--- config.mk ---
export PLATFORM = sky130hd
export DESIGN_NAME = key_conditioner
export DESIGN_NICKNAME = d
export VERILOG_FILES = /design/src/rtl/key_conditioner.sv
export SDC_FILE = /design/constraint.sdc
export NUM_CORES = 1
export LEC_CHECK = 0
export BUFFER_PORTS_ARGS = -buffer_cell sky130_fd_sc_hd__buf_2
export CAP_MARGIN = 20
export CELL_PAD_IN_SITES_DETAIL_PLACEMENT = 0
export CELL_PAD_IN_SITES_GLOBAL_PLACEMENT = 1
export CORE_MARGIN = 2
export CORE_UTILIZATION = 45
export DETAILED_ROUTE_END_ITERATION = 12
export PLACE_DENSITY_LB_ADDON = 0.1
export SLEW_MARGIN = 10
export SYNTH_ARGS = -nofsm -noshare
export SYNTH_HDL_FRONTEND = slang
export SYNTH_SLANG_ARGS = --single-unit
--- constraint.sdc ---
create_clock -name CLK_50 -period 2.8 [get_ports CLK_50]
set_input_delay 0.14 -clock CLK_50 [delete_from_list [all_inputs] [get_ports CLK_50]]
set_output_delay 0.14 -clock CLK_50 [all_outputs]
set_load 0.01 [all_outputs]
--- src/rtl/key_conditioner.sv ---
// key_conditioner
//   Debounces and conditions the raw push-button inputs of the digital clock
//   (minute/hour adjust, alarm set keys). Each channel gives a clean pressed
//   level, a single-cycle press pulse, a repeat pulse stream for held keys and
//   a flag marking auto-repeat. Everything runs on CLK_50 and uses one shared
//   debounce tick; there are no derived clocks.
//
// Ports
//   CLK_50     in   1       system clock, all logic on the rising edge
//   CR         in   1       synchronous active-high reset
//   key_raw    in   N_KEYS  asynchronous raw key pins
//   key_level  out  N_KEYS  debounced pressed level (1 = pressed)
//   key_press  out  N_KEYS  1-cycle pulse on each accepted press
//   key_rpt    out  N_KEYS  1-cycle pulse on accepted press and on every auto-repeat
//   key_long   out  N_KEYS  1 while the key is in auto-repeat
//
// Parameters
//   N_KEYS       number of independent key channels
//   TICK_CYCLES  CLK_50 cycles per debounce tick
//   DB_TICKS     consecutive stable ticks to accept a press or a release
//   DELAY_TICKS  ticks held after an accepted press before auto-repeat starts
//   RATE_TICKS   ticks between auto-repeat pulses
//   ACTIVE_LOW   1: pin reads 0 when pressed; 0: pin reads 1 when pressed

module key_conditioner #(
  parameter int N_KEYS      = 4,
  parameter int TICK_CYCLES = 50000,
  parameter int DB_TICKS    = 20,
  parameter int DELAY_TICKS = 500,
  parameter int RATE_TICKS  = 100,
  parameter int ACTIVE_LOW  = 1
) (
  input  logic              CLK_50,
  input  logic              CR,
  input  logic [N_KEYS-1:0] key_raw,
  output logic [N_KEYS-1:0] key_level,
  output logic [N_KEYS-1:0] key_press,
  output logic [N_KEYS-1:0] key_rpt,
  output logic [N_KEYS-1:0] key_long
);

  // ---------------------------------------------------------------------------
  // Elaboration-time parameter checks
  // ---------------------------------------------------------------------------
  if (N_KEYS < 1 || TICK_CYCLES < 1 || DB_TICKS < 1 || DELAY_TICKS < 1 ||
      RATE_TICKS < 1) begin : gen_param_err
    $error("key_conditioner: all count parameters must be >= 1");
  end

  if (ACTIVE_LOW != 0 && ACTIVE_LOW != 1) begin : gen_polarity_err
    $error("key_conditioner: ACTIVE_LOW must be 0 or 1");
  end

  // ---------------------------------------------------------------------------
  // Derived widths and terminal counts
  // ---------------------------------------------------------------------------
  localparam int MaxDbDelay = (DB_TICKS > DELAY_TICKS) ? DB_TICKS : DELAY_TICKS;
  localparam int MaxTicks   = (MaxDbDelay > RATE_TICKS) ? MaxDbDelay : RATE_TICKS;
  // Terminal value is MaxTicks-1, so $clog2(MaxTicks) bits suffice; keep >= 1 bit.
  localparam int CntW       = (MaxTicks > 1) ? $clog2(MaxTicks) : 1;
  localparam int PreW       = (TICK_CYCLES > 1) ? $clog2(TICK_CYCLES) : 1;

  localparam logic [PreW-1:0] PreLast   = PreW'(TICK_CYCLES - 1);
  localparam logic [CntW-1:0] DbLast    = CntW'(DB_TICKS - 1);
  localparam logic [CntW-1:0] DelayLast = CntW'(DELAY_TICKS - 1);
  localparam logic [CntW-1:0] RateLast  = CntW'(RATE_TICKS - 1);

  // Pin level of a released key; the synchronizer resets to this value so that
  // a key still held through reset is seen as a fresh press afterwards.
  localparam logic RelLevel = (ACTIVE_LOW != 0);

  typedef enum logic [2:0] {
    StIdle,
    StPwait,
    StHeld,
    StRpt,
    StRwait
  } state_e;

  // ---------------------------------------------------------------------------
  // Two-stage synchronizer and polarity normalisation
  // ---------------------------------------------------------------------------
  logic [N_KEYS-1:0] sync1_q;
  logic [N_KEYS-1:0] sync2_q;
  logic [N_KEYS-1:0] act;

  always_ff @(posedge CLK_50) begin
    if (CR) begin
      sync1_q <= {N_KEYS{RelLevel}};
      sync2_q <= {N_KEYS{RelLevel}};
    end else begin
      sync1_q <= key_raw;
      sync2_q <= sync1_q;
    end
  end

  always_comb begin
    act = sync2_q;
    if (ACTIVE_LOW != 0) begin
      act = ~sync2_q;
    end
  end

  // ---------------------------------------------------------------------------
  // Shared tick prescaler: tick is high for the single cycle at TICK_CYCLES-1
  // ---------------------------------------------------------------------------
  logic [PreW-1:0] presc_q;
  logic [PreW-1:0] presc_d;
  logic            tick;

  always_comb begin
    tick    = (presc_q == PreLast);
    presc_d = tick ? '0 : presc_q + PreW'(1);
  end

  always_ff @(posedge CLK_50) begin
    if (CR) begin
      presc_q <= '0;
    end else begin
      presc_q <= presc_d;
    end
  end

  // ---------------------------------------------------------------------------
  // Per-channel debounce / auto-repeat FSM
  // ---------------------------------------------------------------------------
  for (genvar g = 0; g < N_KEYS; g++) begin : gen_ch
    state_e          state_q;
    state_e          state_d;
    logic [CntW-1:0] cnt_q;
    logic [CntW-1:0] cnt_d;
    logic            level_q;
    logic            level_d;
    logic            long_q;
    logic            long_d;
    logic            press_q;
    logic            press_d;
    logic            rpt_q;
    logic            rpt_d;

    always_ff @(posedge CLK_50) begin
      if (CR) begin
        state_q <= StIdle;
        cnt_q   <= '0;
        level_q <= 1'b0;
        long_q  <= 1'b0;
        press_q <= 1'b0;
        rpt_q   <= 1'b0;
      end else begin
        state_q <= state_d;
        cnt_q   <= cnt_d;
        level_q <= level_d;
        long_q  <= long_d;
        press_q <= press_d;
        rpt_q   <= rpt_d;
      end
    end

    // In every state the act check comes first, so an act change wins over a
    // tick arriving in the same cycle.
    always_comb begin
      state_d = state_q;
      cnt_d   = cnt_q;
      level_d = level_q;
      long_d  = long_q;
      press_d = 1'b0;
      rpt_d   = 1'b0;

      unique case (state_q)
        StIdle: begin
          if (act[g]) begin
            state_d = StPwait;
            cnt_d   = '0;
          end
        end

        StPwait: begin
          if (!act[g]) begin
            state_d = StIdle;
            cnt_d   = '0;
          end else if (tick) begin
            if (cnt_q == DbLast) begin
              state_d = StHeld;
              cnt_d   = '0;
              press_d = 1'b1;
              rpt_d   = 1'b1;
              level_d = 1'b1;
            end else begin
              cnt_d = cnt_q + CntW'(1);
            end
          end
        end

        StHeld: begin
          if (!act[g]) begin
            state_d = StRwait;
            cnt_d   = '0;
          end else if (tick) begin
            if (cnt_q == DelayLast) begin
              state_d = StRpt;
              cnt_d   = '0;
              rpt_d   = 1'b1;
              long_d  = 1'b1;
            end else begin
              cnt_d = cnt_q + CntW'(1);
            end
          end
        end

        StRpt: begin
          if (!act[g]) begin
            state_d = StRwait;
            cnt_d   = '0;
          end else if (tick) begin
            if (cnt_q == RateLast) begin
              cnt_d = '0;
              rpt_d = 1'b1;
            end else begin
              cnt_d = cnt_q + CntW'(1);
            end
          end
        end

        StRwait: begin
          // A bounce during release resumes where the key was, without a new
          // press pulse; key_level stays up until the release is accepted.
          if (act[g]) begin
            state_d = long_q ? StRpt : StHeld;
            cnt_d   = '0;
          end else if (tick) begin
            if (cnt_q == DbLast) begin
              state_d = StIdle;
              cnt_d   = '0;
              level_d = 1'b0;
              long_d  = 1'b0;
            end else begin
              cnt_d = cnt_q + CntW'(1);
            end
          end
        end

        default: begin
          state_d = StIdle;
          cnt_d   = '0;
          level_d = 1'b0;
          long_d  = 1'b0;
        end
      endcase
    end

    assign key_level[g] = level_q;
    assign key_press[g] = press_q;
    assign key_rpt[g]   = rpt_q;
    assign key_long[g]  = long_q;
  end

endmodule

# Yosys cells after proc, flatten, opt, wreduce, memory -nomap -nowiden
# Cells that the tools add are included.
[word_totals] out_inout_bits=16 register_bits=88
[classes] n_bitwise=13 n_mux=184 add_sub_neg=5 n_eq_ne=101 n_reduce_logical=33
[op_table] cell="2-to-1 mux 9 bit" count=44
[op_table] cell="one-hot mux 9 bit (5 select lines)" count=4
[op_table] cell="2-to-1 mux 3 bit" count=44
[op_table] cell="inequality test 2 bit, second input constant" count=44
[op_table] cell="inequality test 3 bit, second input constant" count=28
[op_table] cell="2-to-1 mux 1 bit" count=76
[op_table] cell="one-hot mux 3 bit (5 select lines)" count=4
[op_table] cell="AND reduction 7 bit" count=8
[op_table] cell="adder 9 x 1 -> 9 bit, second input constant" count=4
[op_table] cell="equality test 9 x 5 -> 1 bit, second input constant" count=4
[op_table] cell="equality test 9 x 7 -> 1 bit, second input constant" count=4
[op_table] cell="equality test 9 bit, second input constant" count=4
[op_table] cell="one-hot mux 1 bit (3 select lines)" count=12
[op_table] cell="AND reduction 8 bit" count=4
[op_table] cell="equality test 3 x 2 -> 1 bit, second input constant" count=8
[op_table] cell="OR reduction 3 bit" count=8
[op_table] cell="adder 16 x 1 -> 16 bit, second input constant" count=1
[op_table] cell="equality test 16 bit, second input constant" count=1
[op_table] cell="equality test 3 x 1 -> 1 bit, second input constant" count=4
[op_table] cell="equality test 3 bit, second input constant" count=4
[op_table] cell="zero test 3 bit" count=4
[op_table] cell="NOT 1 bit" count=12
[op_table] cell="AND reduction 3 bit" count=4
[op_table] cell="OR reduction 2 bit" count=5
[op_table] cell="NOT 4 bit" count=1

# Longest topological paths before layout
[logic_depth] word_depth=5 mapped_depth=9 depth_no_buf=7

# Worst setup path before layout
# No wires, ideal clock.
[synth_path] kind="flip-flop to flip-flop" start="register gen_ch[0].cnt_q[0]" end="register gen_ch[0].state_q[0]" arrival_ns=2.142 slack_ns=0.599 path_stages_with_launch=8 synth_period_minus_slack_ns=2.201 path_cell_list="dfxtp_1 -> ha_1 -> or3b_2 -> or3_1 -> buf_6 -> o221a_4 -> nor3_2 -> a22o_1"
[synth_between] elab_chain_cells=3 elab_cells_between_ends=6
[synth_lines] element="from (decl)" line_no="130" rtl="logic [CntW-1:0] cnt_q;"
[synth_lines] element="from (signal assigned)" line_no="151" rtl="cnt_q <= cnt_d;"
[synth_lines] element="equality test 9 bit or equality test 9 x 5 -> 1 bit (tied branches)" line_no="199, 182, 231"
[synth_lines] element="inequality test 3 bit (no source line)"
[synth_lines] element="AND reduction 8 bit (no source line) (*)"
[synth_lines] element="to (signal assigned)" line_no="143" rtl="state_q <= StIdle;"
[synth_lines] element="to (signal assigned)" line_no="150" rtl="state_q <= state_d;"
[synth_lines] element="to (decl)" line_no="128" rtl="state_e state_q;"
# Mark *: on every way between the ends. The rest lies on a longest branch, timed or not.
# A chain may end at the register's enable or synchronous reset.

# Worst setup path after layout
[layout_path] start="register gen_ch[3].cnt_q[0]" end="register gen_ch[3].state_q[1]"
[layout_between] elab_chain_cells=3 elab_cells_between_ends=6
[layout_lines] element="from (decl)" line_no="130"
[layout_lines] element="from (signal assigned)" line_no="151"
[layout_lines] element="equality test 9 bit or equality test 9 x 5 -> 1 bit (tied branches)" line_no="199, 182, 231"
[layout_lines] element="inequality test 3 bit (no source line)"
[layout_lines] element="AND reduction 8 bit (no source line) (*)"
[layout_lines] element="to (signal assigned)" line_no="143"
[layout_lines] element="to (signal assigned)" line_no="150"
[layout_lines] element="to (decl)" line_no="128"
# Marks and branches as above.

==> impl_metrics.json <==
{
  "cts_tree": "done",
  "yosysTopAreaCellShare_pct": 36.0,
  "ioPinCount": 22,
  "path_class": "reg2reg",
  "grt_max_degree": 34,
  "die_x_um": 108,
  "crit_family": "simple AND/OR/NAND/NOR gates",
  "crit_buf_inv": 0,
  "final_nets": 622,
  "hp-class": "in2reg",
  "overflow": 0,
  "swShare_pct": 24.9,
  "finalPower_mw": 2.48,
  "cp_max_fo": 7,
  "ys_seq_elements": 88,
  "yosysSeqAreaShare_pct": 36.0,
  "synthTopCellsByCount": "88 x dfxtp_1, 75 x nor2_1, 50 x nand2_1, 43 x a21oi_1, 31 x nor3_1",
  "cts_resized": 0,
  "drive_gt1_share_pct": 12.7,
  "gp_congestion": 0.832,
  "synth_area_leaders": "dfxtp_1 36%, nor2_1 5.8%, a21oi_1 4.4%, nand2_1 3.8%, nor3_1 3.2%",
  "synth_area_um2": 4890,
  "area_delta_synth_final_pct": 6.53,
  "peakVddDrop_mv": 0.212,
  "htreeDepth": 3,
  "cp-start-kind": "register",
  "seq_power_share_pct": 52.1,
  "synth_nets": 626,
  "grt_pass1_vias": 4047,
  "n_antenna_cell": 0,
  "maxSlewViolCount": 0,
  "worst_pin_slew_ns": 0.676,
  "root_buffer": "clkbuf_8",
  "drc": 0,
  "postRouteAntennaNets": 0,
  "drt_iter0_markers": 363,
  "grt_antenna_before_repair": 0,
  "synth.most_common_cell": "dfxtp_1",
  "slew_headroom_pct": 54.9,
  "end_kind": "register",
  "core_area_um2": 10700,
  "drt_pass1_iterations": 5,
  "p_leak_nw": 1.88,
  "ys.flop_type": "dfxtp_1",
  "port_buffers": 21,
  "ys_async_sr_fraction_pct": 0,
  "critPathMaxStageDelay_ns": 0.44,
  "num_vias": 4398,
  "skew_ns": 0.00692,
  "path_cells": "ha_1, nor3b_1, and4_1, nand2_1, o32a_1, nor3_1, a31o_2",
  "insertion_delay_ns": 0.36,
  "path_clk_slew_ns": 0.09,
  "cts_buffers": 9,
  "grtUsageTotal_pct": 20.3,
  "grt_pass1_wl_um": 19400,
  "comb_power_share_pct": 7.2,
  "power_density_nw_per_um2": 476,
  "via_per_inst": 5.82,
  "ys.warnings.count": 0,
  "power.switching_uw": 617,
  "min_period_over_period_pct": 84.2,
  "hold_viol": 0,
  "cap_violations": 0,
  "postLayoutCoreUtil_pct": 48.7,
  "internal_power_mw": 1.86,
  "finalSetupTns_ns": 0,
  "status": "completed",
  "detailed_place_hpwl_um": 7680,
  "setup_viol": 0,
  "fin_crit_ns": 2.36,
  "clock_power_share_pct": 40.7,
  "post_cts_buffers": 0,
  "synth_cell_type_count": 75,
  "fill_cells": 1066,
  "rsz0062_at_grt": "false",
  "start_util_pct": 45.7,
  "wl_per_cell_um": 14.8,
  "die_area_um2": 11700,
  "routed_wl_um": 11200,
  "cts.sinks": 88,
  "holdBufCountCts": 4,
  "synth_edf_count": 0,
  "postSynthCellCount": 615,
  "rows": 38,
  "avgSynthCellArea_um2": 7.95,
  "cts_buffer_depth": 2,
  "critPathArrivalTime_ns": 2.67,
  "yosys.area.top_type": "dfxtp_1",
  "cp_slowest_cell": "nor3b_1",
  "max_freq_mhz": 424,
  "worst_ep_required_time_ns": 3.12,
  "die_h_um": 108
}
-- through the flow --
step	area, um2	hold slack (ns)	instances	worst slack (ns)
after CTS	5210	0.164	756	0.443
after global routing	5210	0.176	756	0.253
after floorplan	4890	0.244	615	0.599
after global placement	4940	0.326	736	0.512
after detailed placement	4940	0.329	736	0.466
final	5210	0.179	756	0.442
-- layout make-up --
| cell class | instances | area (um2) | share of cell area, % |
|---|---|---|---|
| clock buffer | 10 | 138 | 2.64 |
| clock inverter | 6 | 92.6 | 1.78 |
| inverter | 19 | 71.3 | 1.37 |
| multi-input combinational | 456 | 2740 | 52.5 |
| sequential | 88 | 1760 | 33.8 |
| tap | 140 | 175 | 3.36 |
| timing repair buffer | 37 | 235 | 4.52 |
-- per-layer routing --
metal	part of all wire (%)	routed length, um	global-route usage (%)
met1	50	5580	28.6
met2	46	5180	31.6
met3	2.7	306	2.53
met4	1.4	155	8.24
met5	0	0	0
-- cells by family (layout without fill, tap and decap cells) --
logic type                 Yosys count  count (layout)  share of synthesized area, %
xor gates and xnor gates            17              17                          3.04
muxes                                3               3                         0.614
and+or+nand+nor                    279             279                          29.7
buffers and inverters               71              72                          8.03
adders and majority gates            5               5                          1.28
DFF                                 88              88                          36.0
AOI/OAI and AO/OA                  152             152                          21.3
-- cells in the final DEF (no fill, tap or decap), types with 8 or more instances in the layout --
master,n
dfxtp_1,88
nor2_1,75
nand2_1,50
a21oi_1,43
nor3_1,31
nand3_1,29
o21ai_0,22
buf_2,21
inv_1,19
nand4_1,16
buf_4,12
and3_1,10
or2_2,10
xor2_1,10
clkbuf_8,10
a41oi_1,9
o211ai_1,9
a211oi_1,9
a31oi_1,8
-- power groups by stage --
stage / sequential, mW / combinational [mW] / clock (mW)
2_1_floorplan: 1.30 / 0.146 / 0
3_3_place_gp: 1.32 / 0.172 / 0
3_5_place_dp: 1.32 / 0.173 / 0
4_1_cts: 1.29 / 0.179 / 1.05
5_1_grt: 1.30 / 0.202 / 1.10
6_report: 1.29 / 0.179 / 1.01
-- flip-flops by register name, summed over array words and instances (netlist names) --
name            cells
gen_ch.cnt_q       36
presc_q            16
gen_ch.state_q     12
gen_ch.level_q      4
gen_ch.long_q       4
gen_ch.press_q      4
gen_ch.rpt_q        4
sync1_q             4
sync2_q             4
-- final timing paths --
path	slack (ns)	endpoint	startpoint	cells past startpoint
hold / removal	0.18	gen_ch[0].cnt_q[5]$_SDFFE_PP0P_	CR	2
setup reg to reg	0.44	gen_ch[3].state_q[1]$_SDFFE_PP0P_	gen_ch[3].cnt_q[0]$_SDFFE_PP0P_	7
setup / recovery	0.44	gen_ch[3].state_q[1]$_SDFFE_PP0P_	gen_ch[3].cnt_q[0]$_SDFFE_PP0P_	7
hold reg to reg	0.41	sync2_q[2]$_SDFF_PP1_	sync1_q[2]$_SDFF_PP1_	1
Note: power is estimated with default switching activity, not from simulation.
